$ cat config.mk
export PLATFORM = sky130hd
export DESIGN_NAME = lcd_frame_writer
export DESIGN_NICKNAME = d
export VERILOG_FILES = /design/src/rtl/lcd_frame_writer.sv
export SDC_FILE = /design/constraint.sdc
export NUM_CORES = 1
export LEC_CHECK = 0
export ABC_AREA = 1
export BUFFER_PORTS_ARGS = -buffer_cell sky130_fd_sc_hd__buf_2
export CAP_MARGIN = 30
export CORE_UTILIZATION = 39
export CTS_CLUSTER_SIZE = 20
export DETAILED_ROUTE_END_ITERATION = 16
export GPL_ROUTABILITY_DRIVEN = 0
export PLACE_DENSITY_LB_ADDON = 0.2
export SLEW_MARGIN = 15
export SYNTH_ARGS = -nofsm -noshare
export SYNTH_HDL_FRONTEND = slang
export SYNTH_SLANG_ARGS = --single-unit
$ cat constraint.sdc
create_clock -name clk -period 3.45 [get_ports clk]
set_input_delay 0.1725 -clock clk [delete_from_list [all_inputs] [get_ports clk]]
set_output_delay 0.1725 -clock clk [all_outputs]
set_load 0.02 [all_outputs]
$ cat src/rtl/lcd_frame_writer.sv
// rtl/lcd_frame_writer.sv - HD44780 16x2 power-up/init sequencer and 32-char frame streamer
// Every LCD pin is registered from next-state values so the bus never glitches.
module lcd_frame_writer #(
    parameter int POWERUP_CYCLES = 750000,
    parameter int EN_CYCLES      = 25,
    parameter int WAIT_CYCLES    = 2500,
    parameter int CLEAR_CYCLES   = 100000
) (
    input  logic         clk,
    input  logic         rst_n,
    input  logic [255:0] message,
    input  logic         refresh,
    output logic         busy,
    output logic         done,
    output logic         lcd_rs,
    output logic         lcd_rw,
    output logic         lcd_en,
    output logic [7:0]   lcd_data
);
    localparam logic [1:0] S_PWRUP = 2'd0;
    localparam logic [1:0] S_INIT  = 2'd1;
    localparam logic [1:0] S_IDLE  = 2'd2;
    localparam logic [1:0] S_FRAME = 2'd3;

    localparam logic [31:0] PWR_LAST  = 32'(POWERUP_CYCLES - 1);
    localparam logic [31:0] EN_LAST   = 32'(EN_CYCLES);
    localparam logic [31:0] NORM_LAST = 32'(EN_CYCLES + WAIT_CYCLES);
    localparam logic [31:0] CLR_LAST  = 32'(EN_CYCLES + CLEAR_CYCLES);

    logic [1:0]   state_q, state_d;
    logic [31:0]  cnt_q, cnt_d;
    logic [5:0]   idx_q, idx_d;
    logic         pend_q, pend_d;
    logic [255:0] frame_q, frame_d;
    logic         busy_q, done_q, en_q, rs_q;
    logic [7:0]   data_q;
    logic         done_d, en_d;
    logic [8:0]   cur_byte, nxt_byte;
    logic [31:0]  slot_last;

    // {rs, byte} carried by a given slot; FRAME slots 0 and 17 are the line addresses
    function automatic logic [8:0] slot_byte(input logic [1:0] st, input logic [5:0] idx,
                                             input logic [255:0] fr);
        logic [4:0] bi;
        slot_byte = 9'h000;
        bi        = 5'd0;
        if (st == S_INIT) begin
            case (idx[1:0])
                2'd0:    slot_byte = 9'h038;
                2'd1:    slot_byte = 9'h00C;
                2'd2:    slot_byte = 9'h001;
                default: slot_byte = 9'h006;
            endcase
        end else if (st == S_FRAME) begin
            if (idx == 6'd0) begin
                slot_byte = 9'h080;
            end else if (idx == 6'd17) begin
                slot_byte = 9'h0C0;
            end else begin
                bi        = (idx < 6'd17) ? 5'(idx - 6'd1) : 5'(idx - 6'd2);
                slot_byte = {1'b1, fr[{bi, 3'b000} +: 8]};
            end
        end
    endfunction

    assign cur_byte  = slot_byte(state_q, idx_q, frame_q);
    assign slot_last = (state_q == S_INIT && cur_byte == 9'h001) ? CLR_LAST : NORM_LAST;

    always_comb begin
        state_d = state_q;
        cnt_d   = cnt_q;
        idx_d   = idx_q;
        pend_d  = pend_q | refresh;
        frame_d = frame_q;
        done_d  = 1'b0;
        case (state_q)
            S_PWRUP: begin
                if (cnt_q == PWR_LAST) begin
                    state_d = S_INIT;
                    cnt_d   = 32'd0;
                    idx_d   = 6'd0;
                end else begin
                    cnt_d = cnt_q + 32'd1;
                end
            end
            S_INIT: begin
                if (cnt_q == slot_last) begin
                    cnt_d = 32'd0;
                    if (idx_q == 6'd3) begin
                        state_d = S_IDLE;
                        idx_d   = 6'd0;
                    end else begin
                        idx_d = idx_q + 6'd1;
                    end
                end else begin
                    cnt_d = cnt_q + 32'd1;
                end
            end
            S_IDLE: begin
                if (pend_q || refresh) begin
                    state_d = S_FRAME;
                    cnt_d   = 32'd0;
                    idx_d   = 6'd0;
                    frame_d = message;
                    pend_d  = 1'b0;
                end
            end
            default: begin
                if (cnt_q == slot_last) begin
                    cnt_d = 32'd0;
                    if (idx_q == 6'd33) begin
                        done_d = 1'b1;
                        idx_d  = 6'd0;
                        // a request seen on this very edge survives as the next pending flag
                        pend_d = refresh;
                        if (pend_q) begin
                            frame_d = message;
                        end else begin
                            state_d = S_IDLE;
                        end
                    end else begin
                        idx_d = idx_q + 6'd1;
                    end
                end else begin
                    cnt_d = cnt_q + 32'd1;
                end
            end
        endcase
    end

    assign nxt_byte = slot_byte(state_d, idx_d, frame_d);
    assign en_d     = ((state_d == S_INIT) || (state_d == S_FRAME)) &&
                      (cnt_d != 32'd0) && (cnt_d <= EN_LAST);

    always_ff @(posedge clk or negedge rst_n) begin
        if (!rst_n) begin
            state_q <= S_PWRUP;
            cnt_q   <= 32'd0;
            idx_q   <= 6'd0;
            pend_q  <= 1'b1;
            frame_q <= '0;
            busy_q  <= 1'b1;
            done_q  <= 1'b0;
            en_q    <= 1'b0;
            rs_q    <= 1'b0;
            data_q  <= 8'h00;
        end else begin
            state_q <= state_d;
            cnt_q   <= cnt_d;
            idx_q   <= idx_d;
            pend_q  <= pend_d;
            frame_q <= frame_d;
            busy_q  <= (state_d != S_IDLE);
            done_q  <= done_d;
            en_q    <= en_d;
            rs_q    <= nxt_byte[8];
            data_q  <= nxt_byte[7:0];
        end
    end

    assign busy     = busy_q;
    assign done     = done_q;
    assign lcd_rs   = rs_q;
    assign lcd_rw   = 1'b0;
    assign lcd_en   = en_q;
    assign lcd_data = data_q;
endmodule
After elaboration in Yosys (flattened, before gate mapping)
Index checks and enable logic that the tools add are counted.
{"block": "op_classes", "add_sub_neg": 6, "n_mul": 0, "n_div": 0, "n_lt_le_gt_ge": 3, "eq_ne": 17, "shifts": 2, "n_mux": 44, "n_bitwise": 1, "reduce_logical": 13}
{"op": "256-bit 2-to-1 mux", "count": 4}
{"op": "256-bit case mux with 2 select lines", "count": 1}
{"op": "256-bit by 9-bit variable part select with 8-bit output", "count": 2}
{"op": "32-bit 2-to-1 mux", "count": 3}
{"op": "9-bit 2-to-1 mux", "count": 8}
{"op": "32-bit case mux with 2 select lines", "count": 1}
{"op": "6-bit case mux with 3 select lines", "count": 3}
{"op": "6-bit 2-to-1 mux", "count": 6}
{"op": "32-bit by 1-bit adder with 32-bit output (second input constant)", "count": 1}
{"op": "32-bit by 17-bit == test with 1-bit output", "count": 1}
{"op": "32-bit by 20-bit == test with 1-bit output (second input constant)", "count": 1}
{"op": "32-bit by 5-bit <= comparator with 1-bit output (second input constant)", "count": 1}
{"op": "32-bit nonzero test", "count": 1}
{"op": "17-bit 2-to-1 mux", "count": 1}
{"op": "2-bit 2-to-1 mux", "count": 7}
{"op": "6-bit by 5-bit == test with 1-bit output (second input constant)", "count": 2}
{"op": "6-bit logical NOT", "count": 2}
{"op": "6-bit by 5-bit < comparator with 1-bit output (second input constant)", "count": 2}
{"op": "2-bit == test (second input constant)", "count": 5}
{"op": "5-bit 2-to-1 mux", "count": 2}
{"op": "5-bit by 1-bit subtractor with 5-bit output (second input constant)", "count": 2}
{"op": "5-bit by 2-bit subtractor with 5-bit output (second input constant)", "count": 2}
{"op": "9-bit by 1-bit == test with 1-bit output (second input constant)", "count": 1}
{"op": "2-bit by 1-bit == test with 1-bit output (second input constant)", "count": 4}
{"op": "other kinds (13)", "count": 23}
{"block": "word_totals", "register_bits": 309, "latchBits": 0, "ramBits": 0, "mem_bits_ro": 0, "input_bits": 259, "out_inout_bits": 13, "word_cells": 96, "memories": 0}

Logic depth before layout (Yosys ltp)
Gate-level depths: netlist of the first run.
{"block": "depth", "word_depth": 20, "ltp_mapped": 32, "ltp_nobuf": 31}

Least setup slack after synthesis of the first run
Ideal clock, no wire load.
{"block": "synth_timing", "path_kind": "register to register", "startpoint": "reg idx_q[0]", "endpoint": "reg data_q[2], in the netlist lcd_data[2]", "setup_ns": 0.120, "t_arrival_ns": 3.386, "required_time_ns": 3.330, "setup_slack_ns": -0.056, "stages_incl_launch_ff": 32, "n_path_buf": 2, "period_less_slack_ns": 3.506, "cell_sequence": "dfrtp_1 > inv_1 > ha_1 > inv_1 > nor2_1 > nand3_2 > nand2_1 > nand2_1 > nor2_4 > nand2_2 > or2_1 > nand2_1 > nand2_1 > nand2_1 > o21ai_2 > inv_2 > ha_1 > nand3_2 > nand2_4 > nand2_8 > nand2_4 > nand2_2 > buf_6 > buf_6 > nand2_1 > nand3_1 > nand3_1 > nand3_1 > nand2_1 > nand2_1 > nand3_1 > nand2_1"}
{"block": "synth_between", "elab_chain_cells": 20, "elab_cells_between_ends": 54, "cone_classes": "add/sub: 5; order compare: 2; eq/ne: 12; shift: 2; mux: 28; reduce/logical: 5"}
{"element": "start, declared", "line": "32", "rtl": "logic [5:0] idx_q, idx_d;"}
{"element": "start signal, assigned", "line": "150", "rtl": "idx_q <= idx_d;"}
{"element": "5-bit by 2-bit subtractor with 5-bit output, or another cell as far along", "line": "60", "rtl": "bi = (idx < 6'd17) ? 5'(idx - 6'd1) : 5'(idx - 6'd2);"}
{"element": "5-bit 2-to-1 mux", "line": "60"}
{"element": "256-bit by 9-bit variable part select with 8-bit output", "line": "61", "rtl": "slot_byte = {1'b1, fr[{bi, 3'b000} +: 8]};"}
{"element": "9-bit 2-to-1 mux", "line": "57", "rtl": "end else if (idx == 6'd17) begin"}
{"element": "9-bit 2-to-1 mux", "line": "55", "rtl": "if (idx == 6'd0) begin"}
{"element": "9-bit 2-to-1 mux", "line": "54", "rtl": "end else if (st == S_FRAME) begin"}
{"element": "9-bit 2-to-1 mux", "line": "47", "rtl": "if (st == S_INIT) begin"}
{"element": "9-bit by 1-bit == test with 1-bit output", "line": "67", "rtl": "assign slot_last = (state_q == S_INIT && cur_byte == 9'h001) ? CLR_LAST : NORM_LAST;"}
{"element": "(+5 left out)"}
{"element": "net idx_d[0]", "line": "32"}
{"element": "5-bit by 2-bit subtractor with 5-bit output, or another cell as far along", "line": "60"}
{"element": "5-bit 2-to-1 mux", "line": "60"}
{"element": "256-bit by 9-bit variable part select with 8-bit output", "line": "61"}
{"element": "9-bit 2-to-1 mux", "line": "57"}
{"element": "9-bit 2-to-1 mux", "line": "55"}
{"element": "9-bit 2-to-1 mux", "line": "54"}
{"element": "9-bit 2-to-1 mux (*)", "line": "47"}
{"element": "net nxt_byte[2]", "line": "38", "rtl": "logic [8:0] cur_byte, nxt_byte;"}
{"element": "end signal, assigned", "line": "157", "rtl": "data_q <= nxt_byte[7:0];"}
{"element": "end, declared", "line": "36", "rtl": "logic [7:0] data_q;"}
The timed path passes the listed nets; every way through them passes the cells marked *.

Final worst setup path of the first run
{"block": "layout_timing", "startpoint": "reg idx_q[0]", "endpoint": "reg data_q[3], in the netlist lcd_data[3]"}
The elaborated chain is that of the path after synthesis.

==> results.json, run 1 <==
{
  "finalSetupTns_ns": -1.23,
  "gr-usage-met3": 0.0711,
  "slew_headroom": 0.328,
  "synth_top_area_share": 0.391,
  "synth_edf_count": 0,
  "setup_viol": 8,
  "drive_gt1_frac": 0.209,
  "grt.overflow.total": 0,
  "n_fill_cell": 4526,
  "ys_top_cells_by_area": "dfrtp_1 39%, nand2_1 13%, a21oi_1 10%",
  "finalWorstSetupSlack_ns": -0.208,
  "fin_crit_sh": 1.06,
  "busiest_layer": "met2",
  "synth.avg_cell_area_um2": 7.20,
  "ios": 272,
  "grt_setup_unrepaired": "yes",
  "cts.htree.levels": 2,
  "synth-main-ff-cell": "dfrtp_1",
  "cp_num_buf_inv": 5,
  "status": "finished, violations left",
  "grt_util_all_layers": 0.306,
  "drt.antenna.violating_nets": 0,
  "synth-compound-area-share": 0.242,
  "hp-class": "primary input to flip-flop",
  "regArea_um2": 7740,
  "grt_max_degree": 202,
  "wl_per_cell_um": 21.3,
  "cpMostUsedCell": "nand2_1",
  "synthAdderAreaFrac": 0.00828,
  "dp_hpwl_um": 51400,
  "syn2layout_area_growth_pct": 37.0,
  "crit_fanout": 9,
  "power_density_nw_per_um2": 370,
  "numCtsBuffers": 39,
  "crit_slowest_cell": "dfrtp_1",
  "netlist_instances": 2729,
  "hold_viol": 0,
  "fin_total_pwr_mw": 9.95,
  "drt_iter0_drc": 2625,
  "num_vias": 22700,
  "synth-async-reset-ratio": 1.00,
  "core_um2": 49400,
  "clk_pin_slew_ns": 0.06,
  "cp_top_family": "simple AND/OR/NAND/NOR gates",
  "nNetsFinal": 3465,
  "critPathKind": "flip-flop to flip-flop",
  "p_leak_nw": 12.8,
  "cts.sink_count": 309,
  "cp.arrival_ns": 4.10,
  "finalMaxSlewViolations": 0,
  "period_minus_slack_ns": 3.66,
  "dp_cells": 3594,
  "yosys_warnings": 0,
  "ir_drop_v": 0.000284,
  "cap_violations": 0,
  "drc_errors": 0,
  "yosysSeqAreaShare": 0.394,
  "use_met1": 0.430,
  "clockBufferDepth": 3,
  "violations": "setup timing",
  "yosysUniqueCellTypes": 51,
  "max_freq_mhz": 273,
  "num_rows": 81,
  "post_drt_via_cell_ratio": 5.83,
  "port_buffers": 270,
  "dr.pass1.iters": 8,
  "die_h_um": 226,
  "pre_cts_slack_ns": -0.301,
  "worstSetupStartpointType": "flip-flop",
  "cts-root-buf": "clkbuf_16",
  "worst_setup_path_end_kind": "flip-flop",
  "fin_cells": 3889,
  "tightest_slew_ns": 1.01,
  "clk_latency_ns": 0.58,
  "synth-simple-area-share": 0.237,
  "grt_pass1_wl_um": 122000,
  "synthMuxAreaShare": 0,
  "synth_nets": 3001,
  "cts_tree": "done",
  "synth-xor-area-share": 0.0134,
  "antenna_found_initial": 8,
  "synth_top_family_by_area": "compound AO/OA/AOI/OAI gates",
  "synth-seq-cells": 309,
  "grt_pass1_vias": 21300,
  "start_util": 0.398,
  "dieArea_um2": 51300,
  "synthesis.area_um2": 19700,
  "max_stage_delay_ns": 0.43,
  "met2_usage": 0.454,
  "die_x_um": 226,
  "multi_input_area_um2": 10500,
  "netlist.top_cell.by_area": "dfrtp_1",
  "postRouteWirelength_um": 82800,
  "skew_ns": 0.0310,
  "crit_required_ns": 3.89
}
-- cell usage after synthesis (2+ instances only) --
cell / n
buf_2: 54
nand4_1: 14
o22ai_1: 147
a221oi_1: 95
o221ai_1: 3
xor2_1: 28
nor3_1: 19
o21ai_2: 3
buf_6: 15
or2_2: 2
dfrtp_1: 307
nor2_1: 60
a31oi_1: 42
buf_1: 10
nand3_2: 4
nor2_4: 4
inv_1: 282
inv_2: 10
nand2_1: 697
o21ai_0: 34
o221a_2: 20
o21ai_4: 2
buf_4: 5
nand2_2: 6
o21a_1: 4
dfstp_2: 2
o211ai_1: 12
nand2_4: 3
o21ai_1: 2
o21bai_1: 2
xnor2_1: 2
ha_1: 13
nand3_1: 276
nor4_1: 4
a21oi_1: 411
clkbuf_1: 120
-- flip-flops by register name (all words and copies together) (netlist names) --
signal	cells
lcd_rs	1
frame_q	256
pend_q	1
done	1
idx_q	6
busy	1
lcd_en	1
cnt_q	32
state_q	2
lcd_data	8
-- timing repair --
item | CTS | global route
hold buffers | 178 | 0
cloned | 8 | 19
resized for setup | 65 | 76
setup buffers | 18 | 2
endpoints found under the setup margin | 9 | 10
pin swaps | 34 | 30
hold endpoints to repair | 253 | 0
-- cell families (layout without fill, tap and decap cells) --
group | Yosys count | in the layout
adders and majority gates | 13 | 13
buffers and inverters | 497 | 986
and+or+nand+nor | 1095 | 1097
other | 1 | 6
DFF | 309 | 309
AOI/OAI and AO/OA | 784 | 784
xor gates and xnor gates | 30 | 30
-- final cells by class --
class                           instances  share of cell area
Antenna cell                            5            0.000465
Clock buffer                           57              0.0432
Clock inverter                         11             0.00692
Inverter                              293              0.0415
Multi-Input combinational cell       1925               0.389
Sequential cell                       309               0.287
Tap cell                              664              0.0308
Timing Repair Buffer                  625               0.201
-- power by group --
part | internal, mW | switching (mW)
Clock | 2.70 | 1.71
Sequential | 3.87 | 0.136
Combinational | 0.674 | 0.860
-- layer usage --
layer  vias to the layer above  part of all wire
met5                         -           0.00054
met2                      1239              0.44
met3                       185              0.10
met4                         6             0.039
li1                      10300                 -
met1                     10900              0.42
-- stage by stage --
step           cell area [µm²]  hold slack, ns  utilization
4_1_cts                  26200        0.000701        0.530
6_report                 26900          0.0100        0.546
2_1_floorplan            19700          -0.123            -
3_5_place_dp             22400           0.225        0.454
5_1_grt                  26900          0.0128        0.546
3_3_place_gp             22400           0.229        0.454
-- placed cells by master (no fill, tap or decap), types with 20 or more instances in the layout --
cell             n
a21oi_1        411
a221oi_1        95
a31oi_1         42
buf_12          37
buf_2          269
buf_4          108
clkbuf_16       53
dfrtp_1        306
dlygate4sd3_1  178
inv_1          274
nand2_1        686
nand3_1        218
nand3_2         52
nor2_1          47
o21ai_0         31
o221a_2         20
o22ai_1        147
xor2_1          28
-- worst register-to-register path, delay by kind of cell (launching register included) --
| kind | cells | cell delay, ns |
|---|---|---|
| AOI/OAI and AO/OA | 1 | 0.07 |
| adders and majority gates | 2 | 0.29 |
| buffers and inverters | 5 | 0.60 |
| DFF | 1 | 0.43 |
| and+or+nand+nor | 23 | 2.16 |
-- final timing paths --
path | start | end | slack (ns) | depth (start not counted)
worst max-delay path | idx_q[0] | lcd_data[3] | -0.21 | 31
worst min register to register | frame_q[11] | frame_q[11] | 0.56 | 2
max in group asynchronous | rst_n | frame_q[83] | 2.23 | 3
worst min-delay path | message[177] | frame_q[177] | 0.01 | 3
worst max register to register | idx_q[0] | lcd_data[3] | -0.21 | 31
min in group asynchronous | rst_n | cnt_q[2] | 0.23 | 2
No activity file was read; power rests on OpenSTA's default activity.
==> inputs of run 2 (changes only) <==
--- a/config.mk
+++ b/config.mk
@@ -5,7 +5,6 @@
 export SDC_FILE = /design/constraint.sdc
 export NUM_CORES = 1
 export LEC_CHECK = 0
-export ABC_AREA = 1
 export BUFFER_PORTS_ARGS = -buffer_cell sky130_fd_sc_hd__buf_2
 export CAP_MARGIN = 30
 export CORE_UTILIZATION = 39
==> run 2 against run 1 <==
The run still ends with setup timing left. Wire length is 39% lower. Hold slack better by 0.26 ns. Final area is 13% lower. Clock skew hardly changed. Register-to-register slack worse by 0.87 ns. Non-clock buffer count is 130 higher. Clock-buffer cell count is 3 lower. Highest routed layer unchanged.
==> results.json, run 2 <==
{
  "switching_share": 0.224,
  "port_buffers": 270,
  "cts_tree": "done",
  "grt_util_all_layers": 0.249,
  "ys_top_cells_by_area": "dfrtp_1 50%, mux2_2 19%, mux2i_1 5.8%",
  "numCtsBuffers": 36,
  "period_minus_slack_ns": 4.53,
  "layout_common_cells": "307 x dfrtp_1, 270 x buf_2, 261 x mux2_2",
  "start_util": 0.398,
  "synth-async-reset-ratio": 1.00,
  "antenna_found_initial": 5,
  "drive_gt1_frac": 0.448,
  "yosysUniqueCellTypes": 82,
  "grt.overflow.total": 0,
  "dp_cells": 2215,
  "synth-seq-cells": 309,
  "synth-main-ff-cell": "dfrtp_1",
  "ir_drop_v": 0.000313,
  "critPathKind": "flip-flop to flip-flop",
  "num_rows": 72,
  "grt_setup_unrepaired": "yes",
  "yosysSeqAreaShare": 0.500,
  "netlist_top_cells_count": "307 x dfrtp_1, 262 x mux2_2, 90 x nor2_1",
  "yosys_warnings": 0,
  "clock_power_share": 0.468,
  "final_common_cell": "dfrtp_1",
  "regMostFlops": "frame_q",
  "core_um2": 38900,
  "p_seq_frac": 0.439,
  "largest_reg_flops": 256,
  "synth_most_common_cell": "dfrtp_1",
  "grt_pass1_vias": 14100,
  "max_freq_mhz": 221,
  "pre_cts_slack_ns": -1.42,
  "drt.antenna.violating_nets": 0,
  "die_h_um": 201,
  "crit_chain": "ha_4, nor4b_2, nand3b_1, mux2_4, a21oi_4, nor2_4, o21ai_4, inv_4, ha_4, o31ai_2, or3_4, nor4_4, buf_4, or4_4, buf_6, mux4_2, o22ai_2, a311o_1, mux2i_2, o221a_1",
  "dpl_cell_area_um2": 19000,
  "slew_headroom": 0.430,
  "dieArea_um2": 40500,
  "synth.avg_cell_area_um2": 12.0,
  "crit_required_ns": 3.95,
  "nNetsFinal": 2283,
  "ios": 272,
  "hold_viol": 0,
  "worstSetupStartpointType": "flip-flop",
  "dr.pass1.iters": 5,
  "pwr-share-comb": 0.092,
  "wl_per_cell_um": 19.8,
  "tightest_slew_ns": 0.855,
  "dp_hpwl_um": 35100,
  "switchingPower_mw": 1.94,
  "cts.htree.levels": 2,
  "cts-root-buf": "clkbuf_16",
  "power.internal_mw": 6.73,
  "setup_viol": 8,
  "synth_top_area_share": 0.496,
  "crit_slowest_cell": "or4_4",
  "cts.sink_count": 309,
  "synthesis.area_um2": 15500,
  "violations": "setup timing",
  "drc_errors": 0,
  "power_density_nw_per_um2": 371,
  "grt_pass1_wl_um": 79400,
  "clk_pin_slew_ns": 0.06,
  "cp_num_buf_inv": 3,
  "post_drt_via_cell_ratio": 5.14,
  "hp-class": "primary input to async pin",
  "synth_nets": 1564,
  "netlist.top_cell.by_area": "dfrtp_1",
  "fin_cells": 2561,
  "clk_latency_ns": 0.56,
  "synth_edf_count": 0,
  "status": "finished, violations left",
  "num_vias": 13200,
  "finalSetupTns_ns": -7.69,
  "grt_max_degree": 102,
  "fin_crit_sh": 1.31,
  "cap_violations": 0,
  "cp.arrival_ns": 5.03,
  "postLayoutCoreUtil": 0.601,
  "finalMaxSlewViolations": 0,
  "finalWorstSetupSlack_ns": -1.08,
  "cp_top_family": "simple AND/OR/NAND/NOR gates",
  "netlist_instances": 1292,
  "p_leak_nw": 10.4,
  "syn2layout_area_growth_pct": 51.1,
  "postRouteWirelength_um": 50800,
  "cpMostUsedCell": "ha_4",
  "clockBufferDepth": 3,
  "final_area_um2": 23400,
  "die_x_um": 201,
  "drt_iter0_drc": 730,
  "skew_ns": 0.0314,
  "worst_setup_path_end_kind": "flip-flop",
  "max_stage_delay_ns": 0.51,
  "crit_fanout": 7
}
==> run 2: cell types whose count changed in the layout (fill, tap and decap cells not counted), sizes merged, moves of 94 or more <==
| cell | change |
|---|---|
| nand2 | -663 |
| nand3 | -247 |
| o22ai | -144 |
| inv | -274 |
| mux2 | +266 |
| a21oi | -386 |
| a221oi | -94 |
==> run 2: kinds of logic after synthesis <==
family / after synthesis / share of synthesized area
adders and majority gates: 13 / 0.0105
AOI/OAI and AO/OA: 174 / 0.0797
and+or+nand+nor: 321 / 0.108
DFF: 309 / 0.500
xor gates and xnor gates: 19 / 0.0108
muxes: 363 / 0.262
buffers and inverters: 92 / 0.0285
other: 1 / 0.000242
==> run 2: area by class of cell <==
| class | instances | area [µm²] |
|---|---|---|
| fill | 3166 | 15500 |
| sequential | 309 | 7730 |
| multi-input combinational | 891 | 7720 |
| timing repair buffer | 755 | 5920 |
| clock buffer | 54 | 1080 |
| tap | 518 | 648 |
| clock inverter | 12 | 196 |
| inverter | 18 | 70.1 |
| antenna | 4 | 10.0 |
==> run 2: metal layers <==
metal	up-vias	track usage	part of all wire
met5	-	0	0.00022
met4	2	0.0593	0.015
met2	342	0.431	0.50
met3	49	0.0385	0.045
met1	6599	0.327	0.44
li1	6178	-	-
==> run 2: stage by stage <==
step	power [mW]	hold slack (ns)
2_1_floorplan	4.10	-0.123
3_3_place_gp	4.41	0.287
3_5_place_dp	4.43	0.305
4_1_cts	8.74	0.309
5_1_grt	8.99	0.373
6_report	8.67	0.267
==> run 2: final timing paths <==
kind / from / to / slack (ns) / cells past startpoint
max in group asynchronous: rst_n / frame_q[98] / 2.22 / 3
worst max-delay path: idx_q[0] / lcd_data[6] / -1.08 / 20
min in group clk: message[29] / frame_q[29] / 0.40 / 3
worst min-delay path: rst_n / frame_q[110] / 0.27 / 2
worst min register to register: frame_q[94] / frame_q[94] / 0.49 / 1
worst max register to register: idx_q[0] / lcd_data[6] / -1.08 / 20
==> run 2: power by group through the flow <==
stage	logic [mW]	clock network [mW]	registers (mW)
6_report	0.799	4.06	3.81
5_1_grt	0.870	4.30	3.82
4_1_cts	0.790	4.14	3.81
3_5_place_dp	0.553	0	3.87
3_3_place_gp	0.545	0	3.87
2_1_floorplan	0.238	0	3.86
==> run 2: what timing repair did <==
item / in CTS / in global routing
setup endpoints to repair: 8 / 9
hold endpoints to repair: 352 / 0
buffers inserted: 10 / 5
hold buffers: 258 / 0
cloned: 0 / 3
resized for setup: 22 / 51
pin swaps: 14 / 13
